## src/rtl/imem_loader_pkg.sv

```systemverilog
// Shared types and constants for the boot-time instruction-memory loader.
// The FSM state enum, error codes and the default frame marker live here.
package imem_loader_pkg;

  typedef enum logic [2:0] {
    StIdle,
    StSync,
    StLen0,
    StLen1,
    StData,
    StCsum,
    StDone,
    StError
  } loader_state_e;

  localparam logic [1:0] ERR_NONE = 2'd0;
  localparam logic [1:0] ERR_SYNC = 2'd1;
  localparam logic [1:0] ERR_LEN  = 2'd2;
  localparam logic [1:0] ERR_CSUM = 2'd3;

  localparam logic [7:0] SYNC_BYTE_DEFAULT = 8'hA5;

  // States in which the loader consumes stream bytes.
  function automatic logic accepts_bytes(loader_state_e s);
    return (s == StSync) || (s == StLen0) || (s == StLen1) || (s == StData) || (s == StCsum);
  endfunction

  // States from which a start pulse re-arms the loader.
  function automatic logic is_armable(loader_state_e s);
    return (s == StIdle) || (s == StDone) || (s == StError);
  endfunction

endpackage

```

## src/rtl/imem_word_packer.sv

```systemverilog
// Collects little-endian stream bytes into 32-bit words; word_complete flags the
// cycle in which the 4th byte is accepted, with packed_word already assembled.
module imem_word_packer (
  input  logic        clk,
  input  logic        rst_n,
  input  logic        clear,
  input  logic        byte_valid,
  input  logic [7:0]  byte_in,
  output logic [31:0] packed_word,
  output logic        word_complete
);

  logic [1:0]  idx_q;
  logic [23:0] low_q;

  always_ff @(posedge clk) begin
    if (!rst_n || clear) begin
      idx_q <= 2'd0;
      low_q <= 24'd0;
    end else if (byte_valid) begin
      idx_q <= idx_q + 2'd1;
      case (idx_q)
        2'd0:    low_q[7:0]   <= byte_in;
        2'd1:    low_q[15:8]  <= byte_in;
        2'd2:    low_q[23:16] <= byte_in;
        default: ;
      endcase
    end
  end

  // The top byte is taken straight from the input so the word is ready a cycle earlier.
  assign packed_word   = {byte_in, low_q};
  assign word_complete = byte_valid && (idx_q == 2'd3);

endmodule

```

## src/rtl/imem_loader.sv

```systemverilog
// Boot loader: parses a framed byte stream, writes instruction words into imem
// and releases cpu_hold only once the whole image has passed its XOR checksum.
module imem_loader
  import imem_loader_pkg::*;
#(
  parameter int unsigned DEPTH     = 1024,
  parameter int unsigned ADDR_W    = 10,
  parameter logic [7:0]  SYNC_BYTE = SYNC_BYTE_DEFAULT
) (
  input  logic              clk,
  input  logic              rst_n,
  input  logic              start,
  input  logic [7:0]        rx_data,
  input  logic              rx_valid,
  output logic              rx_ready,
  output logic              imem_we,
  output logic [ADDR_W-1:0] imem_waddr,
  output logic [31:0]       imem_wdata,
  output logic              cpu_hold,
  output logic              busy,
  output logic              done,
  output logic              error,
  output logic [1:0]        err_code,
  output logic [ADDR_W:0]   words_loaded
);

  loader_state_e state_q, state_d;

  logic [15:0] len_q;
  logic [7:0]  csum_q;
  logic        accept;
  logic        arm;
  logic [15:0] len_full;
  logic        len_bad;
  logic        last_word;
  logic [31:0] packed_word;
  logic        word_complete;

  assign accept    = rx_valid && rx_ready;
  assign arm       = start && is_armable(state_q);
  assign len_full  = {rx_data, len_q[7:0]};
  assign len_bad   = (len_full == 16'd0) || (len_full > 16'(DEPTH));
  assign last_word = (16'(words_loaded) + 16'd1) == len_q;

  imem_word_packer u_packer (
    .clk           (clk),
    .rst_n         (rst_n),
    .clear         (arm),
    .byte_valid    (accept && (state_q == StData)),
    .byte_in       (rx_data),
    .packed_word   (packed_word),
    .word_complete (word_complete)
  );

  always_comb begin
    state_d = state_q;
    unique case (state_q)
      StIdle, StDone, StError: if (start) state_d = StSync;
      StSync: if (accept) state_d = (rx_data == SYNC_BYTE) ? StLen0 : StError;
      StLen0: if (accept) state_d = StLen1;
      StLen1: if (accept) state_d = len_bad ? StError : StData;
      StData: if (word_complete && last_word) state_d = StCsum;
      StCsum: if (accept) state_d = (rx_data == csum_q) ? StDone : StError;
      default: state_d = StIdle;
    endcase
  end

  always_ff @(posedge clk) begin
    if (!rst_n) begin
      state_q      <= StIdle;
      rx_ready     <= 1'b0;
      imem_we      <= 1'b0;
      imem_waddr   <= '0;
      imem_wdata   <= 32'd0;
      cpu_hold     <= 1'b1;
      busy         <= 1'b0;
      done         <= 1'b0;
      error        <= 1'b0;
      err_code     <= ERR_NONE;
      words_loaded <= '0;
      len_q        <= 16'd0;
      csum_q       <= 8'd0;
    end else begin
      state_q  <= state_d;
      // Status flags follow the next state so every output is a plain register.
      rx_ready <= accepts_bytes(state_d);
      busy     <= accepts_bytes(state_d);
      cpu_hold <= (state_d != StDone);
      done     <= (state_d == StDone);
      error    <= (state_d == StError);
      imem_we  <= 1'b0;

      unique case (state_q)
        StIdle, StDone, StError: begin
          if (start) begin
            err_code     <= ERR_NONE;
            words_loaded <= '0;
            csum_q       <= 8'd0;
            len_q        <= 16'd0;
          end
        end
        StSync: if (accept && rx_data != SYNC_BYTE) err_code <= ERR_SYNC;
        StLen0: if (accept) len_q[7:0] <= rx_data;
        StLen1: begin
          if (accept) begin
            len_q[15:8] <= rx_data;
            if (len_bad) err_code <= ERR_LEN;
          end
        end
        StData: begin
          if (accept) csum_q <= csum_q ^ rx_data;
          if (word_complete) begin
            imem_we      <= 1'b1;
            imem_waddr   <= words_loaded[ADDR_W-1:0];
            imem_wdata   <= packed_word;
            words_loaded <= words_loaded + 1'b1;
          end
        end
        StCsum: if (accept && rx_data != csum_q) err_code <= ERR_CSUM;
        default: ;
      endcase
    end
  end

endmodule

```

## config.mk

```make
export PLATFORM = sky130hd
export DESIGN_NAME = imem_loader
export DESIGN_NICKNAME = d
export VERILOG_FILES = /design/src/rtl/imem_loader_pkg.sv /design/src/rtl/imem_word_packer.sv /design/src/rtl/imem_loader.sv
export SDC_FILE = /design/constraint.sdc
export NUM_CORES = 1
export LEC_CHECK = 0
export CAP_MARGIN = 20
export CORE_AREA = 4 4 126 128
export CTS_BUF_LIST = sky130_fd_sc_hd__clkbuf_4 sky130_fd_sc_hd__clkbuf_8
export CTS_CLUSTER_SIZE = 28
export DETAILED_ROUTE_END_ITERATION = 12
export DIE_AREA = 0 0 130 132
export GPL_TIMING_DRIVEN = 1
export HOLD_SLACK_MARGIN = 0.03
export SETUP_SLACK_MARGIN = 0.4
export SYNTH_ARGS = -nofsm -noshare
export SYNTH_HDL_FRONTEND = slang
export SYNTH_HIERARCHICAL = 1
export SYNTH_SLANG_ARGS = --single-unit
```

## constraint.sdc

```tcl
create_clock -name clk -period 3.1 [get_ports clk]
set_input_delay 0.93 -clock clk [delete_from_list [all_inputs] [get_ports clk]]
set_output_delay 0.93 -clock clk [all_outputs]
set_load 0.03 [all_outputs]
```

; ---- Yosys cells after proc, flatten, opt, wreduce, memory -nomap -nowiden
; Cells that the tools add are included.
[op_classes]
n_addsub = 3
order_cmp = 1
eq_ne = 31
n_mux = 27
bitwise = 1
n_reduce_logical = 34
[op_table]
columns = operator, count
row1 = $pmux 8 s2, 3
row2 = $eq 3x3->1 const B, 8
row3 = $mux 8, 3
row4 = $mux 11, 2
row5 = $pmux 11 s2, 1
row6 = $mux 3, 7
row7 = $pmux 3 s6, 1
row8 = $eq 12x16->1, 1
row9 = $gt 16x11->1 const B, 1
row10 = $logic_not 16->1, 1
row11 = $mux 16, 1
row12 = $ne 2x2->1 const B, 8
row13 = $add 11x1->12 const B, 1
row14 = $eq 3x2->1 const B, 4
row15 = $mux 2, 6
row16 = $reduce_and 3->1, 4
row17 = $add 11x1->11 const B, 1
row18 = $reduce_and 2->1, 5
row19 = $eq 8x8->1, 1
row20 = $eq 8x8->1 const B, 1
row21 = $logic_or 1x1->1, 8
row22 = $ne 8x8->1, 1
row23 = $ne 8x8->1 const B, 1
row24 = $pmux 2 s4, 1
row25 = 15 further kinds, 26
[totals]
ff_bits = 113
input_bits = 12
out_inout_bits = 61
word_cells = 114

; ---- Depth between registers and ports, before layout
; Gate-level depths: netlist of the first run.
[depth]
depth_word = 11
depth_mapped = 14
mapped_depth_nobuf = 10

; ---- Hierarchy
; Netlist of the first run, hierarchy kept.
[modules_own_cells]
columns = module, instances, cells_per_inst, area_per_inst_um2, seq_area_each_um2
row1 = imem_loader, 1, 525, 4211.5, 1741.7
row2 = imem_word_packer, 1, 133, 1407.6, 520.5

; ---- Least setup slack after synthesis of the first run
; OpenSTA, ideal clock, no wires.
[synth_path]
path_type = input to register
start = in rx_valid
end = reg done
setup_ps = 116
t_arrival_ps = 3043
required_time_ps = 2984
path_slack_ps = -59
stages = 11
n_path_buf = 2
cell_sequence = and2_0 -> nand2_1 -> clkinv_1 -> buf_6 -> buf_2 -> and2_1 -> nand3_1 -> nor3_1 -> nand3_1 -> or4_4 -> and4_1
[synth_between]
elab_chain_cells = 7
word_cells_on_any_way = 11
classes_between = eq/ne (1) / mux (6) / reduce/logical (4)
[synth_lines]
columns = item, line_no
row1 = start: declaration, imem_loader.sv:14  ; input logic rx_valid,
row2 = $logic_and 1x1->1, imem_loader.sv:39  ; assign accept = rx_valid && rx_ready;
row3 = $logic_and 1x1->1, imem_loader.sv:49  ; .byte_valid (accept && (state_q == StData)),
row4 = $logic_and 1x1->1, imem_word_packer.sv:33  ; assign word_complete = byte_valid && (idx_q == 2'd3);
row5 = net word_complete, imem_loader.sv:37  ; logic word_complete;
row6 = $logic_and 1x1->1, imem_loader.sv:62  ; StData: if (word_complete && last_word) state_d = StCsum;
row7 = $mux 3, imem_loader.sv:62
row8 = $pmux 3 s6, imem_loader.sv:57  ; unique case (state_q)
row9 = $eq 3x3->1, imem_loader.sv:89  ; done <= (state_d == StDone);
row10 = end signal: assignment, imem_loader.sv:89
row11 = end: declaration, imem_loader.sv:21  ; output logic done,
; The timed path passes the listed nets, and every way through them passes these cells.
; A chain may end at the register's enable or synchronous reset.

; ---- Final worst setup path of the first run
[layout_path]
start = reg words_loaded[2]
end = out words_loaded[2]
[layout_rtl]
columns = item, line_no
row1 = start: declaration, imem_loader.sv:24  ; output logic [ADDR_W:0] words_loaded
row2 = start signal: assignment, imem_loader.sv:116  ; words_loaded <= words_loaded + 1'b1;
; No word-level cell between the ends.

==> load_flow_metrics.sql, run 1 <==
INSERT INTO impl_metrics (metric_group, metric, value, unit) VALUES
('drt', 'antenna_left', '0', ''),
('floorplanning', 'core-area', '14900', 'um^2'),
('timing', 'timing.setup.tns', '0', 'ps'),
('drt', 'detailed_route_via_count', '4888', ''),
('timing', 'hold_violations', '0', ''),
('power', 'sequentialPowerShare', '41.0', '%'),
('worst_setup_path', 'startpoint', 'words_loaded[2]', ''),
('worst_setup_path', 'crit_path_cell_trace', 'clkdlybuf4s50_1', ''),
('power', 'pwr_per_cell_area', '511', 'nW/um^2'),
('worst_setup_path', 'critical_path_depth', '1', ''),
('timing', 'final-setup-viol-count', '0', ''),
('synthesis', 'ys.flop_type', 'dfxtp_1', ''),
('worst_setup_path', 'worstPathRequired', '2170', 'ps'),
('floorplanning', 'std_cell_rows', '45', ''),
('timing', 'slew_headroom', '50.8', '%'),
('layout', 'num-fill-cells', '1438', ''),
('power', 'ir_drop_worst_vdd', '0.354', 'mV'),
('worst_setup_path', 'arrival_time_of_data_at_the_critical_path_endpoint', '1680', 'ps'),
('drt', 'post_drt_via_cell_ratio', '5.32', ''),
('grt', 'first_global_vias', '4756', ''),
('cts', 'cts_max_level', '4', ''),
('floorplanning', 'fp.dieArea', '17200', 'um^2'),
('place', 'place.port_buffers', '72', ''),
('power', 'pwr-share-clk', '51.9', '%'),
('drt', 'wirelength', '14900', 'um'),
('worst_setup_path', 'worstPathBufferInverterCount', '1', ''),
('cts', 'clkSlewWorstSetupHoldPaths', '80', 'ps'),
('worst_setup_path', 'critical_path.endpoint_type', 'output port', ''),
('floorplanning', 'io-pin-count', '73', ''),
('timing', 'timing.hold.ws', '446', 'ps'),
('floorplanning', 'die_x', '130', 'um'),
('cts', 'post_cts_hold_buffer_count', '0', ''),
('worst_setup_path', 'worst_path_max_delay_cell', 'clkdlybuf4s50_1', ''),
('floorplanning', 'initial_util', '37.8', '%'),
('worst_setup_path', 'timing.rr.end', 'err_code[0]', ''),
('synthesis', 'muxShareOfSynthArea', '0.356', '%'),
('cts', 'tritoncts.num_buffers', '17', ''),
('synthesis', 'synth_compound_gate_area_share', '25.4', '%'),
('cts', 'cts_tree', 'yes', ''),
('synthesis', 'synthesis.instances', '658', ''),
('drt', 'drtPass1Iterations', '7', ''),
('power', 'p_switching', '0.759', 'mW'),
('drt', 'wl_per_cell', '16.2', 'um'),
('synthesis', 'synth.yosys.warnings', '6', ''),
('synthesis', 'synthXorXnorAreaFrac', '3.58', '%'),
('worst_setup_path', 'critPathKind', 'reg -> out', ''),
('cts', 'postCtsSetupRepairBufs', '0', ''),
('worst_setup_path', 'worst_setup_path_endpoint', 'words_loaded[2]', ''),
('grt', 'grt_overflow', '0', ''),
('worst_setup_path', 'critical_path.top_delay_family', 'buffers and inverters', ''),
('timing', 'worst_slew_pin_slew', '735', 'ps'),
('outcome', 'run_status', 'finished clean', ''),
('layout', 'synth_to_layout_area_growth', '25.1', '%'),
('timing', 'fmaxAchievable', '0.382', 'GHz'),
('timing', 'rsz_0062_raised_after_global_routing', 'false', ''),
('power', 'power_leakage', '2.42', 'nW'),
('synthesis', 'post_synthesis_sequential_element_count', '113', ''),
('worst_setup_path', 'worst_r2r_startpoint', 'state_q[2]', ''),
('grt', 'grt_antenna_before_repair', '0', ''),
('cts', 'cts_root_buffer', 'clkbuf_8', ''),
('place', 'final_hpwl_dp', '10200', 'um'),
('synthesis', 'yosysSeqAreaShare', '40.3', '%'),
('grt', 'grt_start_max_net_pins', '59', ''),
('place', 'routability_cong', '0.866', ''),
('cts', 'cts_max_path_buffers', '2', ''),
('worst_setup_path', 'ff2ff_path_depth', '7', ''),
('floorplanning', 'fp.dieH', '132', 'um'),
('drt', 'detail_route.drc_violations', '0', ''),
('power', 'sw_frac_of_total', '21.1', '%'),
('grt', 'global_route_wire_length_before_repair', '24400', 'um'),
('hold_path', 'hold_path.class', 'reg -> reg', '');
per-layer routing:
metal  share of wire (%)  track usage (%)  vias to the layer above
li1                    -                -                     2390
met1                  45             22.5                     2329
met2                  48             28.8                      140
met3                 5.3             5.79                       29
met4                 1.6             4.73                        0
met5                   0                0                        -
metrics by stage:
stage	instances	total power [mW]	cell area, um^2	setup WS [ps]	util, %
detailed placement	888	1.76	6490	-0.592	43.6
global route	919	3.73	7030	404	47.3
finish	919	3.59	7030	485	47.3
CTS	919	3.63	7020	445	47.2
global placement	888	1.76	6490	28.8	43.6
floorplan	658	1.66	5660	334	-
cell families after synthesis:
family | count (synthesis)
buf+inv | 72
mux | 2
compound gates | 190
flops | 113
xor+xnor | 23
fa+ha+maj | 5
simple gates | 253
synth_stat cells (all sizes together), types with 2 or more instances:
cell type | n | area [um^2]
o21ai | 25 | 125
inv | 10 | 37.5
or4 | 5 | 45.0
o22ai | 2 | 12.5
a22oi | 2 | 15.0
o21a | 2 | 15.0
buf | 36 | 304
xor2 | 7 | 61.3
mux2i | 2 | 20.0
nand3 | 49 | 250
nor3 | 7 | 35.0
or2 | 3 | 18.8
nand2b | 4 | 25.0
o2111ai | 3 | 26.3
o31a | 2 | 17.5
o31ai | 2 | 15.0
a31oi | 2 | 12.5
dfxtp | 113 | 2260
xnor2 | 16 | 140
nor2 | 30 | 115
nand4 | 6 | 52.6
a21o | 3 | 23.8
or3 | 4 | 26.3
a22o | 2 | 17.5
a21bo | 24 | 240
nor4 | 4 | 25.0
and3 | 3 | 18.8
and2 | 7 | 43.8
a21boi | 71 | 533
nand3b | 8 | 60.1
nor2b | 6 | 37.5
a21oi | 42 | 297
nand2 | 114 | 428
a31o | 2 | 17.5
clkbuf | 25 | 93.8
ha | 5 | 62.6
flip-flops by register name (all words and copies together) (netlist names), 2 cells and up:
name            flops
csum_q              8
err_code            2
u_packer/idx_q      2
len_q              16
imem_wdata         32
u_packer/low_q     24
imem_waddr         10
state_q             3
words_loaded       11
power groups by stage:
stage | registers (mW) | logic [mW] | clock network, mW
final | 1.47 | 0.255 | 1.86
after global routing | 1.47 | 0.274 | 1.98
after CTS | 1.47 | 0.254 | 1.90
after detailed placement | 1.51 | 0.253 | 0
after global placement | 1.51 | 0.252 | 0
after floorplan | 1.51 | 0.157 | 0
final cells by class:
cell class	instances	area (um^2)	share of cell area (%)
Tap cell	188	235	3.35
Inverter	11	46.3	0.658
Multi-Input combinational cell	473	2950	42.0
Clock buffer	21	283	4.02
Timing Repair Buffer	103	997	14.2
Sequential cell	113	2260	32.2
Clock inverter	10	253	3.59
repair_timing:
action	CTS	global route
pin swaps	0	0
gates resized for setup	3	3
endpoints found under the setup margin	3	2
cloned	0	0
how the worst min path moves through the flow:
stage | startpoint | endpoint | slack (ps) | cells after the start
final | u_packer/low_q[19] | imem_wdata[19] | 450 | 2
after global placement | len_q[13] | len_q[13] | 450 | 2
after detailed placement | u_packer/low_q[19] | imem_wdata[19] | 450 | 2
after floorplan | u_packer/low_q[13] | imem_wdata[13] | 440 | 2
after CTS | u_packer/low_q[19] | imem_wdata[19] | 460 | 2
after global routing | u_packer/low_q[19] | imem_wdata[19] | 480 | 2
layout by cell type, fill, tap and decap left out, types with 10 or more instances in the layout:
cell             synthesis  final
nand2_1                114    113
dfxtp_1                113    113
a21boi_0                70     70
clkdlybuf4s50_1          0     67
nand3_1                 48     47
nor2_1                  29     29
buf_4                   11     27
o21ai_0                 24     24
a21bo_1                 23     23
a21oi_2                 23     23
clkbuf_8                 0     20
a21oi_1                 19     19
xnor2_1                 16     16
inv_1                   10     10
No activity file was read; power rests on OpenSTA's default activity.
==> run 2, diff against run 1 <==
==> constraint.sdc (replaced) <==
create_clock -name clk -period 2.2 [get_ports clk]
set_input_delay 0.66 -clock clk [delete_from_list [all_inputs] [get_ports clk]]
set_output_delay 0.66 -clock clk [all_outputs]
set_load 0.03 [all_outputs]
==> run 2 against run 1 <==
Against the previous run:
- sequential share of layout area shrank 3.1 points
- clock skew shrank 4.4 ps
- critical endpoint is now done
- clock power grew 8%
- non-clock buffer count grew 65
- worst hold slack gained 7.6 ps
- wire length grew 17%
==> load_flow_metrics.sql, run 2 (same netlist as run 1, synthesis figures left out) <==
INSERT INTO impl_metrics (metric_group, metric, value, unit) VALUES
('timing', 'final_critical_path_setup_slack', '174', 'ps'),
('drt', 'drt-initial-drc-count', '365', ''),
('place', 'place.port_buffers', '72', ''),
('grt', 'globalRoute.busiestLayer', 'met2', ''),
('grt', 'globalRouteMet1Util', '25.3', '%'),
('cts', 'worst_skew_pair.late_latency', '430', 'ps'),
('cts', 'tritoncts.num_buffers', '17', ''),
('worst_setup_path', 'critical_path.endpoint_type', 'flop', ''),
('power', 'ir_drop_worst_vdd', '0.356', 'mV'),
('timing', 'final-setup-viol-count', '0', ''),
('timing', 'fmaxAchievable', '0.494', 'GHz'),
('layout', 'top_regs', 'imem_wdata x32, u_packer/low_q x24, len_q x16', ''),
('layout', 'synth_to_layout_area_growth', '40.3', '%'),
('grt', 'grt_overflow', '0', ''),
('drt', 'detailed_route_via_count', '5287', ''),
('floorplanning', 'initial_util', '37.8', '%'),
('power', 'pwr_per_cell_area', '582', 'nW/um^2'),
('grt', 'global_route_wire_length_before_repair', '27200', 'um'),
('worst_setup_path', 'worstPathRequired', '2520', 'ps'),
('power', 'power.total', '4.58', 'mW'),
('cts', 'cts_max_path_buffers', '2', ''),
('timing', 'layout_worst_path_cycle_share', '92.1', '%'),
('outcome', 'run_status', 'finished clean', ''),
('timing', 'rsz_0062_raised_after_global_routing', 'true', ''),
('timing', 'worst_clock_skew', '11.7', 'ps'),
('layout', 'insertedDiodeCount', '0', ''),
('layout', 'largest_register_ff_count', '32', ''),
('drt', 'antenna_left', '0', ''),
('grt', 'grt_antenna_before_repair', '0', ''),
('cts', 'cts_tree', 'yes', ''),
('timing', 'slew_headroom', '55.2', '%'),
('floorplanning', 'fp.dieH', '132', 'um'),
('floorplanning', 'std_cell_rows', '45', ''),
('place', 'final_hpwl_dp', '11200', 'um'),
('floorplanning', 'core-area', '14900', 'um^2'),
('power', 'power_leakage', '2.97', 'nW'),
('grt', 'first_global_vias', '5242', ''),
('layout', 'drive_gt1_share', '38.5', '%'),
('floorplanning', 'die_x', '130', 'um'),
('grt', 'all_layer_gr_usage', '19.8', '%'),
('cts', 'cts_max_level', '4', ''),
('layout', 'layout.nets', '802', ''),
('grt', 'fraction_of_met2_tracks_used_by_global_routing', '32.0', '%'),
('timing', 'final_period_minus_worst_setup_slack', '2030', 'ps'),
('timing', 'hold_violations', '0', ''),
('worst_setup_path', 'critPathKind', 'reg -> reg', ''),
('worst_setup_path', 'setup.worst_path.start_class', 'flop', ''),
('worst_setup_path', 'arrival_time_of_data_at_the_critical_path_endpoint', '2340', 'ps'),
('floorplanning', 'io-pin-count', '73', ''),
('cts', 'cts_sinks', '113', ''),
('drt', 'detail_route.drc_violations', '0', ''),
('grt', 'grt_start_max_net_pins', '58', ''),
('timing', 'worst_slew_pin_slew', '672', 'ps'),
('place', 'pre_cts_ws', '-612', 'ps'),
('drt', 'wl_per_cell', '17.6', 'um'),
('drt', 'drtPass1Iterations', '5', ''),
('job', 'max_cap_violations', '0', ''),
('timing', 'timing.hold.ws', '453', 'ps'),
('hold_path', 'hold_path.class', 'reg -> reg', ''),
('drt', 'post_drt_via_cell_ratio', '5.36', ''),
('floorplanning', 'fp.dieArea', '17200', 'um^2'),
('cts', 'clkSlewWorstSetupHoldPaths', '70', 'ps'),
('layout', 'final_cell_mix', '106 x nand2_1, 98 x dfxtp_1, 76 x buf_4', ''),
('layout', 'regMostFlops', 'imem_wdata', ''),
('cts', 'cts_root_buffer', 'clkbuf_8', ''),
('layout', 'mostFrequentLayoutCell', 'nand2_1', ''),
('drt', 'wirelength', '17400', 'um'),
('grt', 'gr-usage-met3', '5.55', '%'),
('timing', 'finalMaxSlewViolations', '0', ''),
('timing', 'timing.setup.tns', '0', 'ps'),
('place', 'routability_cong', '0.864', ''),
('worst_setup_path', 'cp_max_fo', '6', '');
-- run 2: final timing paths --
| path | cells after the start | start | slack (ps) | to |
|---|---|---|---|---|
| hold reg to reg | 2 | imem_wdata[22] | 450 | imem_wdata[22] |
| hold / removal | 2 | imem_wdata[22] | 450 | imem_wdata[22] |
| setup / recovery | 6 | words_loaded[8] | 170 | done |
| setup reg to reg | 6 | words_loaded[8] | 170 | done |
-- run 2: worst max-delay path, cell delays in order, from the launching register on --
cell     delay [ps]
dfxtp_2         380
nand4_4         160
or3_1           340
a31oi_1         190
a22oi_1         100
or4_4           580
and4_1          180
-- run 2: repair_timing --
action	4_1_cts	5_1_grt
setup buffers	23	6
gates cloned	1	4
hold buffers	0	0
setup endpoints to repair	174	99
resized for setup	293	108
pin swaps	33	35
endpoints found under the hold margin	0	0
-- run 2: final cells by class --
cell class	instances	area, um^2
clock inverter	11	139
inverter	11	46.3
tap	188	235
multi-input combinational	474	3310
clock buffer	21	264
timing repair buffer	168	1600
sequential	113	2290
fill	1376	6980
-- run 2: per-layer routing --
| layer | routed length, um | vias to the layer above | part of all wire (%) |
|---|---|---|---|
| met5 | 0 | - | 0 |
| met2 | 8430 | 183 | 49 |
| met1 | 7490 | 2544 | 43 |
| met4 | 519 | 0 | 3.0 |
| li1 | - | 2522 | - |
| met3 | 934 | 38 | 5.4 |
-- run 2: power by group --
part           switching (mW)  total (mW)  internal (mW)
Combinational           0.275       0.503          0.228
Sequential             0.0132        2.07           2.06
Clock                   0.852        2.01           1.16
-- run 2: metrics by stage --
step,cells,util [%],cell area [um^2]
6_report,986,53.0,7880
5_1_grt,986,53.0,7880
4_1_cts,976,51.0,7590
3_5_place_dp,920,45.8,6800
3_3_place_gp,920,45.8,6800
2_1_floorplan,658,-,5800
